$ cat src/rtl/board_pkg.sv
`default_nettype none
// ============================================================================
// Module   : board_pkg
// Purpose  : Shared encodings for the NxN K-in-a-row board engine.
// Revision : 1.0 - initial release
// ============================================================================
package board_pkg;

   typedef enum logic [1:0] {
      EMPTY = 2'b00,
      O     = 2'b01,
      X     = 2'b10
   } cell_t;

   localparam logic [1:0] c_win_none = 2'b00;
   localparam logic [1:0] c_win_x    = 2'b10;
   localparam logic [1:0] c_win_o    = 2'b01;
   localparam logic [1:0] c_win_tie  = 2'b11;

   localparam logic [2:0] c_resp_ok        = 3'd0;
   localparam logic [2:0] c_resp_game_over = 3'd1;
   localparam logic [2:0] c_resp_parse     = 3'd2;
   localparam logic [2:0] c_resp_turn      = 3'd3;
   localparam logic [2:0] c_resp_occupied  = 3'd4;

   typedef enum logic [1:0] {
      IDLE  = 2'd0,
      CHECK = 2'd1,
      RESP  = 2'd2
   } state_t;

   // Line directions walked by the checker: row, column, diagonal, anti-diagonal.
   localparam logic signed [1:0] c_dir_dr [4] = '{2'sd0, 2'sd1, 2'sd1,  2'sd1};
   localparam logic signed [1:0] c_dir_dc [4] = '{2'sd1, 2'sd0, 2'sd1, -2'sd1};

endpackage
`default_nettype wire

$ cat src/rtl/board_scan_out.sv
`default_nettype none
// ============================================================================
// Module   : board_scan_out
// Purpose  : Row-major free-running scan of the board for the output pins.
// Revision : 1.0 - initial release
// ============================================================================
module board_scan_out #(
   parameter int N  = 3,
   parameter int CW = 2
) (
   input  logic          clk,
   input  logic          reset,
   input  logic [1:0]    board [N][N],
   output logic [CW-1:0] scan_row,
   output logic [CW-1:0] scan_col,
   output logic [1:0]    scan_cell
);

   localparam logic [CW-1:0] c_last = CW'(N - 1);

   logic [CW-1:0] r_row;
   logic [CW-1:0] r_col;

   always_ff @(posedge clk) begin
      if (reset) begin
         r_row <= '0;
         r_col <= '0;
      end else if (r_col == c_last) begin
         r_col <= '0;
         r_row <= (r_row == c_last) ? '0 : r_row + CW'(1);
      end else begin
         r_col <= r_col + CW'(1);
      end
   end

   assign scan_row  = r_row;
   assign scan_col  = r_col;
   assign scan_cell = board[r_row][r_col];

endmodule
`default_nettype wire

$ cat src/rtl/board_engine_nxn.sv
`default_nettype none
// ============================================================================
// Module   : board_engine_nxn
// Purpose  : NxN K-in-a-row move validator with a multi-cycle line checker.
// Revision : 1.0 - initial release
// ============================================================================
module board_engine_nxn
   import board_pkg::*;
#(
   parameter int N  = 3,
   parameter int K  = 3,
   parameter int CW = (N > 2) ? $clog2(N) : 1
) (
   input  logic          clk,
   input  logic          reset,
   input  logic          move_valid,
   output logic          move_ready,
   input  logic [1:0]    move_player,
   input  logic [CW-1:0] move_row,
   input  logic [CW-1:0] move_col,
   output logic          resp_valid,
   output logic [2:0]    resp_code,
   output logic [1:0]    turn,
   output logic [1:0]    win,
   output logic [CW-1:0] scan_row,
   output logic [CW-1:0] scan_col,
   output logic [1:0]    scan_cell
);

   localparam int PW  = CW + 2;
   localparam int CW1 = CW + 1;
   localparam int MCW = $clog2(N * N + 1);
   localparam int RW  = 5;

   localparam logic [CW1-1:0]       c_n     = CW1'(N);
   localparam logic signed [PW-1:0] c_n_s   = PW'(N);
   localparam logic [MCW-1:0]       c_cells = MCW'(N * N);
   localparam logic [RW-1:0]        c_k     = RW'(K);

   state_t               r_state;
   state_t               w_next;
   logic [1:0]           r_board [N][N];
   logic [1:0]           r_turn;
   logic [1:0]           r_win;
   logic [1:0]           r_player;
   logic [2:0]           r_code;
   logic [CW-1:0]        r_last_row;
   logic [CW-1:0]        r_last_col;
   logic [MCW-1:0]       r_move_count;
   logic [3:0]           r_s;
   logic [RW-1:0]        r_run;
   logic signed [PW-1:0] r_pr;
   logic signed [PW-1:0] r_pc;

   logic                 w_parse;
   logic [2:0]           w_err;
   logic signed [PW-1:0] w_mv_r, w_mv_c, w_last_r, w_last_c;
   logic signed [PW-1:0] w_step_r, w_step_c, w_nxt_r, w_nxt_c;
   logic [3:0]           w_s0, w_ns;
   logic [1:0]           w_cell;
   logic                 w_match, w_hit, w_cont, w_done, w_full;
   logic [RW-1:0]        w_run_inc;

   function automatic logic in_bounds(input logic signed [PW-1:0] r,
                                      input logic signed [PW-1:0] c);
      return !r[PW-1] && (r < c_n_s) && !c[PW-1] && (c < c_n_s);
   endfunction

   function automatic logic signed [PW-1:0] step_of(input logic signed [1:0] d,
                                                    input logic neg);
      logic signed [PW-1:0] e;
      e = {{(PW-2){d[1]}}, d};
      return neg ? -e : e;
   endfunction

   // Sense index s = 2*direction + (1 for the minus sense); 8 means exhausted.
   // Senses whose first neighbour is off the board are skipped without a cycle.
   function automatic logic [3:0] first_sense(input logic signed [PW-1:0] br,
                                              input logic signed [PW-1:0] bc,
                                              input logic [3:0] from);
      logic [3:0] res;
      logic [3:0] si;
      res = 4'd8;
      for (int i = 7; i >= 0; i--) begin
         si = 4'(i);
         if (si >= from &&
             in_bounds(br + step_of(c_dir_dr[si[2:1]], si[0]),
                       bc + step_of(c_dir_dc[si[2:1]], si[0])))
            res = si;
      end
      return res;
   endfunction

   assign w_mv_r   = {2'b00, move_row};
   assign w_mv_c   = {2'b00, move_col};
   assign w_last_r = {2'b00, r_last_row};
   assign w_last_c = {2'b00, r_last_col};

   assign w_parse = ({1'b0, move_row} >= c_n) || ({1'b0, move_col} >= c_n) ||
                    (move_player != X && move_player != O);

   always_comb begin
      w_err = c_resp_ok;
      if (r_win != c_win_none)
         w_err = c_resp_game_over;
      else if (w_parse)
         w_err = c_resp_parse;
      else if (move_player != r_turn)
         w_err = c_resp_turn;
      else if (r_board[move_row][move_col] != EMPTY)
         w_err = c_resp_occupied;
   end

   assign w_s0      = first_sense(w_mv_r, w_mv_c, 4'd0);
   assign w_cell    = r_board[r_pr[CW-1:0]][r_pc[CW-1:0]];
   assign w_step_r  = step_of(c_dir_dr[r_s[2:1]], r_s[0]);
   assign w_step_c  = step_of(c_dir_dc[r_s[2:1]], r_s[0]);
   assign w_nxt_r   = r_pr + w_step_r;
   assign w_nxt_c   = r_pc + w_step_c;
   assign w_match   = !r_s[3] && (w_cell == r_player);
   assign w_run_inc = r_run + RW'(1);
   assign w_hit     = w_match && (w_run_inc >= c_k);
   assign w_cont    = w_match && !w_hit && in_bounds(w_nxt_r, w_nxt_c);
   assign w_ns      = r_s[3] ? 4'd8 : first_sense(w_last_r, w_last_c, r_s + 4'd1);
   assign w_done    = !w_hit && !w_cont && w_ns[3];
   assign w_full    = (r_move_count == c_cells);

   always_ff @(posedge clk) begin
      if (reset)
         r_state <= IDLE;
      else
         r_state <= w_next;
   end

   always_comb begin
      w_next = r_state;
      case (r_state)
         IDLE:    if (move_valid) w_next = (w_err == c_resp_ok) ? CHECK : RESP;
         CHECK:   if (w_hit || w_done) w_next = RESP;
         RESP:    w_next = IDLE;
         default: w_next = IDLE;
      endcase
   end

   always_comb begin
      move_ready = 1'b0;
      resp_valid = 1'b0;
      case (r_state)
         IDLE:    move_ready = 1'b1;
         RESP:    resp_valid = 1'b1;
         default: ;
      endcase
   end

   always_ff @(posedge clk) begin
      if (reset) begin
         for (int r = 0; r < N; r++)
            for (int c = 0; c < N; c++)
               r_board[r][c] <= EMPTY;
         r_turn       <= X;
         r_win        <= c_win_none;
         r_player     <= X;
         r_code       <= c_resp_ok;
         r_last_row   <= '0;
         r_last_col   <= '0;
         r_move_count <= '0;
         r_s          <= '0;
         r_run        <= '0;
         r_pr         <= '0;
         r_pc         <= '0;
      end else begin
         case (r_state)
            IDLE: begin
               if (move_valid) begin
                  r_code <= w_err;
                  if (w_err == c_resp_ok) begin
                     r_board[move_row][move_col] <= move_player;
                     r_last_row   <= move_row;
                     r_last_col   <= move_col;
                     r_player     <= move_player;
                     r_move_count <= r_move_count + MCW'(1);
                     r_s          <= w_s0;
                     r_run        <= RW'(1);
                     r_pr         <= w_mv_r + step_of(c_dir_dr[w_s0[2:1]], w_s0[0]);
                     r_pc         <= w_mv_c + step_of(c_dir_dc[w_s0[2:1]], w_s0[0]);
                  end
               end
            end
            CHECK: begin
               if (w_hit) begin
                  r_win <= r_player;
               end else if (w_cont) begin
                  r_run <= w_run_inc;
                  r_pr  <= w_nxt_r;
                  r_pc  <= w_nxt_c;
               end else begin
                  // The run carries into the minus sense of the same direction only.
                  r_s   <= w_ns;
                  r_run <= (w_ns[3:1] == r_s[3:1]) ? (w_match ? w_run_inc : r_run)
                                                   : RW'(1);
                  r_pr  <= w_last_r + step_of(c_dir_dr[w_ns[2:1]], w_ns[0]);
                  r_pc  <= w_last_c + step_of(c_dir_dc[w_ns[2:1]], w_ns[0]);
                  if (w_ns[3] && w_full)
                     r_win <= c_win_tie;
               end
            end
            RESP: begin
               if (r_code == c_resp_ok && r_win == c_win_none)
                  r_turn <= ~r_turn;
            end
            default: ;
         endcase
      end
   end

   assign turn      = r_turn;
   assign win       = r_win;
   assign resp_code = r_code;

   board_scan_out #(
      .N  (N),
      .CW (CW)
   ) u_scan (
      .clk       (clk),
      .reset     (reset),
      .board     (r_board),
      .scan_row  (scan_row),
      .scan_col  (scan_col),
      .scan_cell (scan_cell)
   );

endmodule
`default_nettype wire

$ cat config.mk
export PLATFORM = sky130hd
export DESIGN_NAME = board_engine_nxn
export DESIGN_NICKNAME = d
export VERILOG_FILES = /design/src/rtl/board_pkg.sv /design/src/rtl/board_scan_out.sv /design/src/rtl/board_engine_nxn.sv
export SDC_FILE = /design/constraint.sdc
export NUM_CORES = 1
export LEC_CHECK = 0
export BUFFER_PORTS_ARGS = -buffer_cell sky130_fd_sc_hd__buf_2
export CAP_MARGIN = 20
export CORE_MARGIN = 10
export CORE_UTILIZATION = 55
export DETAILED_ROUTE_END_ITERATION = 8
export PLACE_DENSITY_LB_ADDON = 0.25
export SETUP_SLACK_MARGIN = 0.05
export SYNTH_ARGS = -nofsm -noshare
export SYNTH_HDL_FRONTEND = slang
export SYNTH_SLANG_ARGS = --single-unit
$ cat constraint.sdc
create_clock -name clk -period 9 [get_ports clk]
set_input_delay 1.8 -clock clk [delete_from_list [all_inputs] [get_ports clk]]
set_output_delay 1.8 -clock clk [all_outputs]
set_load 0.1 [all_outputs]
==> summary.md, run 1 <==
| Metric | Value |
|---|---|
| CP peak stage delay | roughly 0.63 ns |
| Number of gates resized after CTS | 0 |
| Net Sw Power | 0.000288 W |
| Logic pwr share | 0.308 |
| Num rows | 32 |
| GRT Overall Usage | 0.192 |
| Register share of total power | 0.401 |
| Synth top area share | 0.272 |
| WL per Instance | about 17 um |
| Cell mode on critical path | nor3_1 |
| Via count | 3915 |
| Max Root-Sink Buffers | 2 |
| Number of synthesized register bits | 58 |
| RSZ-0062 raised after global routing | false |
| Fill count | 692 |
| Setup violations, final | 0 |
| Post-Syn Nets | ~560 |
| Worst path cell trace | buf_2 > nand2_1 > o211ai_1 > nor3_1 > nand3_1 > or2_1 > nor3_1 > a21oi_1 > nor2_1 |
| Port Buf Inserts | 23 |
| Num CTS Buffers | 9 |
| Layout cell share with drive strength beyond 1 | 0.121 |
| Sw Ratio | 0.392 |
| Core area | around 0.0076 mm2 |
| Pin count of the biggest net entering global routing | 49 |
| Internal | between 0.0004 and 0.0005 W |
| Compound-gate portion of the synthesized area | 0.256 |
| Max-slew violation count | 0 |
| Synth area leader | dfxtp_1 |
| Number of enable flip-flop cells after synthesis | 0 |
| Crit start category | primary input |
| Residual DRC count | 0 |
| Ys async rst share | 0 |
| Pwr per Cell Area | about 160 mW/mm2 |
| Final cycle utilization of the critical path | 0.447 |
| Worst-Margin Slew | between 0.9 and 1 ns |
| Main flop type after synthesis | dfxtp_1 |
| Core Util, Final | 0.596 |
| Fraction of synthesized area in multiplexers | 0.0455 |
| Largest family of logic cells by synthesized area | compound AO/OA/AOI/OAI gates |
| Starting Density | 0.557 |
| CP endpoint kind | flop |
| Avg Vias per Cell | about 6.2 |
| Worst Hold Class | reg -> reg |
| Commonest non-fill, non-tap cell in the layout | nor2_1 |
| Status | finished clean |
| WP data required | around 9.3 ns |
| Initial antenna violation count | 0 |
| Syn-to-layout area delta | 6.87% |
| Die footprint | ~0.012 mm2 |
| Vias in the first global route | 3840 |
| Die H | ~110 um |
| Syn Inst Count | ~520 |
| Final ANT Viol Nets | 0 |
| Worst path bufs/invs | 1 |
| CP max-delay cell | nor3_1 |
| Slew HR | 0.380 |
| Die Wd | approximately 110 um |
| Sequential area share after synthesis | 0.272 |
| Leakage | roughly 1.9 nW |
| Clock Sinks | 58 |
| Final Hold Viols | 0 |
| Root Buffer | clkbuf_8 |
| Setup bufs post-CTS | 0 |
| H-Tree Depth | 3 |
| Simple-gate area share of the yosys netlist | 0.228 |
| Final Skew | 0.0157 ns |
| I/O pin count | 24 |
| Antenna diodes | 0 |
| Post-CTS Hold Fix Bufs | 0 |
| Syn Area/Cell | between 8 and 9 um2 |
| Initial DRC Count | between 300 and 400 |
| Hpwl dp | ~8000 um |
| Setup TNS | 0 ns |
| Commonest cells after routing, fill and taps aside | 60 x nor2_1, 58 x dfxtp_1, 50 x a21oi_1 |
| CP Class | in -> reg |
| Delay-heaviest family, CP | simple AND/OR/NAND/NOR gates |
| Fmax | around 0.25 GHz |
| Ranking of synthesized cells by area | dfxtp_1 27%, ha_1 7.9%, a21oi_1 5.9%, nor2_1 5.3%, mux2i_1 3.8% |
| Critical path arrival | around 4.3 ns |
| Worst vdd ir | around 0.12 mV |
| First-pass GRT wire length | about 18000 um |
| Post-Synth XOR/XNOR Area | 0.0399 |
| CTS tree | yes |
| WL final | about 11000 um |
| Maxcap violations | 0 |
| Total congestion overflow | 0 |
| Clock Pin Slew Worst Setup and Hold Paths | approximately 0.060 ns |
| Crit path max fanout | 22 |
| Clk Latency, worst-skew pair | 0.35 ns |
| GP Congestion | 0.894 |
| Tmin final | 4.02 ns |
| Clk pwr share | 0.291 |
| Nets@finish | between 500 and 600 |
| Post-Syn Area | roughly 0.0043 mm2 |
| Synth Area in Adders | 0.107 |
| Distinct cell type count after synthesis | 81 |
| Pre-antenna DRT Iters | 5 |
| Yosys warning total | 0 |
==> per-layer routing <==
metal | GRT usage | share of wire | vias to the layer above
met5 | 0 | 0 | -
met4 | 0.0601 | 0.014 | 0
met3 | 0.0387 | 0.060 | 14
met2 | 0.307 | 0.46 | 134
met1 | 0.253 | 0.47 | 1868
li1 | - | - | 1899
==> worst paths after layout <==
path / endpoint / cells past startpoint / slack, ns / from
min reg2reg: resp_code[2] / 2 / 0.49 / resp_code[2]
min: resp_code[2] / 2 / 0.49 / resp_code[2]
max: r_board[16] / 9 / 4.98 / move_row[1]
max reg2reg: r_pc[2] / 12 / 5.13 / r_s[1]
==> final cells by class <==
| type | instances | area (um2) | area share |
|---|---|---|---|
| Inverter | 24 | 90.1 | 0.0198 |
| Clock buffer | 11 | 141 | 0.0310 |
| Clock inverter | 5 | 30.0 | 0.00659 |
| Sequential cell | 58 | 1160 | 0.255 |
| Tap cell | 102 | 128 | 0.0280 |
| Timing Repair Buffer | 23 | 115 | 0.0253 |
| Multi-Input combinational cell | 410 | 2890 | 0.634 |
==> sequential cells by signal, summed over array words and instances, names as in the netlist, 3 cells and up <==
| name | flops |
|---|---|
| resp_code | 3 |
| r_pr | 4 |
| r_run | 5 |
| r_s | 4 |
| r_board | 18 |
| r_move_count | 4 |
| r_pc | 4 |
==> synthesized netlist by cell type (3+ instances only) <==
master,instances
nor2_1,60
dfxtp_1,58
a21oi_1,50
nand2_1,39
ha_1,27
inv_1,23
o21ai_0,17
mux2i_1,16
nor3_1,16
nand3_1,13
clkbuf_1,12
and3_1,9
nand2b_1,8
xnor2_1,8
a211oi_1,7
nor2b_1,7
o211ai_1,7
xor2_1,7
a21o_1,6
fa_1,6
and2_1,5
nand4_1,5
o21a_1,5
o22ai_1,5
a211o_1,4
a221oi_2,4
a31oi_1,4
buf_2,4
nor3b_1,4
or3_1,4
a221oi_1,3
buf_1,3
buf_4,3
mux2_1,3
nand3b_1,3
o221ai_1,3
o22a_1,3
or2_1,3
==> cell families after synthesis <==
logic type      Yosys count
mux                      19
compound gates          151
xor+xnor                 17
flops                    58
other cells               1
simple gates            189
buf+inv                  48
fa+ha+maj                33
==> tightest hold or removal path, stage by stage (launching register included) <==
cell	delay, ns
dfxtp_1	0.33
nand2_1	0.06
a21oi_1	0.05
==> metrics by stage <==
stage / hold slack, ns / instances / setup WS, ns / total power, W / area [um2]
2_1_floorplan: 0.458 / 516 / 3.94 / 0.000483 / 4260
3_3_place_gp: 0.473 / 617 / 4.68 / 0.000521 / 4380
3_5_place_dp: 0.475 / 617 / 4.67 / 0.000525 / 4380
4_1_cts: 0.488 / 633 / 5.02 / 0.000734 / 4550
5_1_grt: 0.508 / 633 / 4.70 / 0.000773 / 4550
6_report: 0.487 / 633 / 4.98 / 0.000735 / 4550
==> power by group through the flow <==
stage               clock [W]  combinational, W  sequential (W)
finish               0.000214          0.000227        0.000295
global route         0.000227          0.000248        0.000298
CTS                  0.000214          0.000226        0.000294
detailed placement          0          0.000225        0.000300
global placement            0          0.000222        0.000299
floorplan                   0          0.000158        0.000325
Power figures use the tool's default switching activity.
==> inputs of run 2 (changes only) <==
clock period = 4.2 ns   (was 9 ns; I/O delays follow)
==> run 2 against run 1 <==
Against the previous run: die area unchanged; hold slack worse by 0.0060 ns; clock power up 140%; routed wire length up 2.1%; cell area up 1.1%; flip-flop and latch count unchanged.
==> summary.md, run 2 (synthesis results as in run 1) <==
| Metric | Value |
|---|---|
| I/O pin count | 24 (unchanged) |
| Worst vdd ir | 0.255 mV (+120%) |
| Fill count | 674 (-2.6%) |
| Residual DRC count | 0 (unchanged) |
| CP Class | reg -> reg |
| Slew HR | 0.359 (-0.0211) |
| Crit start category | flop |
| Via count | 3942 (+0.69%) |
| CP endpoint kind | flop |
| WL per Instance | 17.5 um (+1.7%) |
| Hpwl dp | 8220 um (+1.6%) |
| GRT Overall Usage | 0.192 (-0.000346) |
| Delay-heaviest family, CP | compound AO/OA/AOI/OAI gates |
| Tmin final | ~3.8 ns |
| WP data required | 4.41 ns (-4.86 ns) |
| Hold Path Stages | 2 (unchanged) |
| FF-to-FF End | r_pr[1] |
| Clock Sinks | 58 (unchanged) |
| Biggest register | r_board |
| Setup TNS | 0 ns (unchanged) |
| Leakage | 1.89 nW (+2.0%) |
| Setup bufs post-CTS | 0 (unchanged) |
| Setup violations, final | 0 (unchanged) |
| Starting Density | 0.557 (unchanged) |
| Final Skew | 0.00869 ns (-0.00697 ns) |
| Total congestion overflow | 0 (unchanged) |
| Fmax | roughly 0.26 GHz |
| R2R Setup Slk | 0.36 ns (-4.77 ns) |
| Setup ws final | 0.363 ns (-4.61 ns) |
| Pwr per Cell Area | 356 mW/mm2 (+120%) |
| Die H | 108 um (unchanged) |
| WL final | 11100 um (+2.1%) |
| Pin count of the biggest net entering global routing | 48 (-2.0%) |
| Commonest non-fill, non-tap cell in the layout | nor2_1 |
| Post-CTS Hold Fix Bufs | 0 (unchanged) |
| Num CTS Buffers | 9 (unchanged) |
| Port Buf Inserts | 23 (unchanged) |
| Register-to-Register Path Depth | 11 (-1) |
| Vias in the first global route | 3720 (-3.1%) |
| Die footprint | 0.0117 mm2 (unchanged) |
| Largest registers | r_board: 18 flops, r_run: 5 flops |
| Worst Hold Class | reg -> reg |
| Avg Vias per Cell | 6.21 (+0.37%) |
| Initial antenna violation count | 0 (unchanged) |
| CTS tree | yes |
| Final cycle utilization of the critical path | 0.913 |
| Root Buffer | clkbuf_8 |
| Critical R2R Launch | r_s[1] |
| H-Tree Depth | 3 (unchanged) |
| Number of gates resized after CTS | 0 (unchanged) |
| Die Wd | 108 um (unchanged) |
| Final Non-Filler Cells | 635 (+0.32%) |
| Initial DRC Count | 259 (-24%) |
| Core area | 0.00765 mm2 (unchanged) |
| Max-slew violation count | 0 (unchanged) |
| Cell count along the critical path | 11 (+2) |
| Clock Pin Slew Worst Setup and Hold Paths | 0.06 ns (about the same) |
| Worst path bufs/invs | 1 (unchanged) |
| Max Root-Sink Buffers | 2 (unchanged) |
| Area occupied by multi-input gates | 0.00289 mm2 (unchanged) |
| Placed cells | 621 (+0.65%) |
| Syn-to-layout area delta | 8.04% |
| Hold path endpoint | resp_code[2] |
| RSZ-0062 raised after global routing | false |
| Antenna diodes | 0 (unchanged) |
| Nets@finish | 572 (+0.70%) |
| Worst path cell trace | ha_1 > xnor2_1 > o21a_1 > o41ai_1 > nor2_1 > o21ai_0 > inv_1 > fa_1 > mux2_1 > o211ai_1 > a21oi_1 |
| Status | finished clean |
| Register Area | 0.00116 mm2 (unchanged) |
| CP max-delay cell | dfxtp_1 |
| Pre-antenna DRT Iters | 5 (unchanged) |
| Final Hold Viols | 0 (unchanged) |
| Max FFs per register | 18 (unchanged) |
| Final ANT Viol Nets | 0 (unchanged) |
| CP peak stage delay | 0.73 ns (+0.10 ns) |
| Maxcap violations | 0 (unchanged) |
| Num rows | 32 (unchanged) |
| Critical Path Source | r_s[1] |
| Critical path arrival | 4.05 ns (-0.24 ns) |
| Commonest cells after routing, fill and taps aside | 60 x nor2_1, 58 x dfxtp_1, 50 x a21oi_1 |
| Hold_sp | resp_code[2] |
| Clk Latency, worst-skew pair | 0.35 ns (about the same) |
| Layout cell share with drive strength beyond 1 | 0.126 (+0.00518) |
| Worst-Margin Slew | 0.960 ns (+0.0315 ns) |
| GP Congestion | 0.924 (+3.4%) |
| Pre-CTS setup slack | 0.461 ns (-4.21 ns) |
| Crit path max fanout | 17 (-23%) |
| First-pass GRT wire length | 18300 um (-1.0%) |
-- run 2: through the flow --
step                      instance area (um2)  power (W)  hold WS (ns)   util
after floorplan                          4260    0.00103         0.458      -
after global placement                   4410    0.00112         0.466  0.577
after detailed placement                 4410    0.00113         0.473  0.577
after CTS                                4600    0.00164         0.485  0.602
after global routing                     4600    0.00171         0.505  0.602
final                                    4600    0.00164         0.481  0.602
-- run 2: power breakdown --
part	switching [W]	internal, W
sequential	0.0000530	0.000579
combinational	0.000336	0.000153
clock	0.000218	0.000297
-- run 2: layout make-up --
class	instances	share of cell area
multi-input cells	410	0.627
flip-flops and latches	58	0.252
clock buffers	11	0.0329
repair buffers	27	0.0315
well taps	102	0.0277
inverters	24	0.0196
clock inverters	3	0.00870
-- run 2: worst reg2reg max path: stages, from the launching register on --
cell	delay, ns
dfxtp_1	0.73
ha_1	0.39
xnor2_1	0.18
o21a_1	0.26
o41ai_1	0.50
nor2_1	0.14
o21ai_0	0.24
inv_1	0.19
fa_1	0.50
mux2_1	0.30
o211ai_1	0.17
a21oi_1	0.08
-- run 2: worst max path at each step --
stage	to	slack [ns]
6_report	r_pr[1]	0.36
5_1_grt	r_pc[2]	0.08
3_3_place_gp	r_pr[1]	0.59
2_1_floorplan	scan_cell[0]	0.1
4_1_cts	r_pr[1]	0.43
3_5_place_dp	r_pr[1]	0.46
-- run 2: routing by layer --
| layer | vias to the layer above | track usage | routed length (um) |
|---|---|---|---|
| met2 | 123 | 0.307 | 5150 |
| li1 | 1906 | - | - |
| met1 | 1893 | 0.249 | 5140 |
| met3 | 20 | 0.0405 | 653 |
| met4 | 0 | 0.0649 | 176 |
| met5 | - | 0 | 0 |
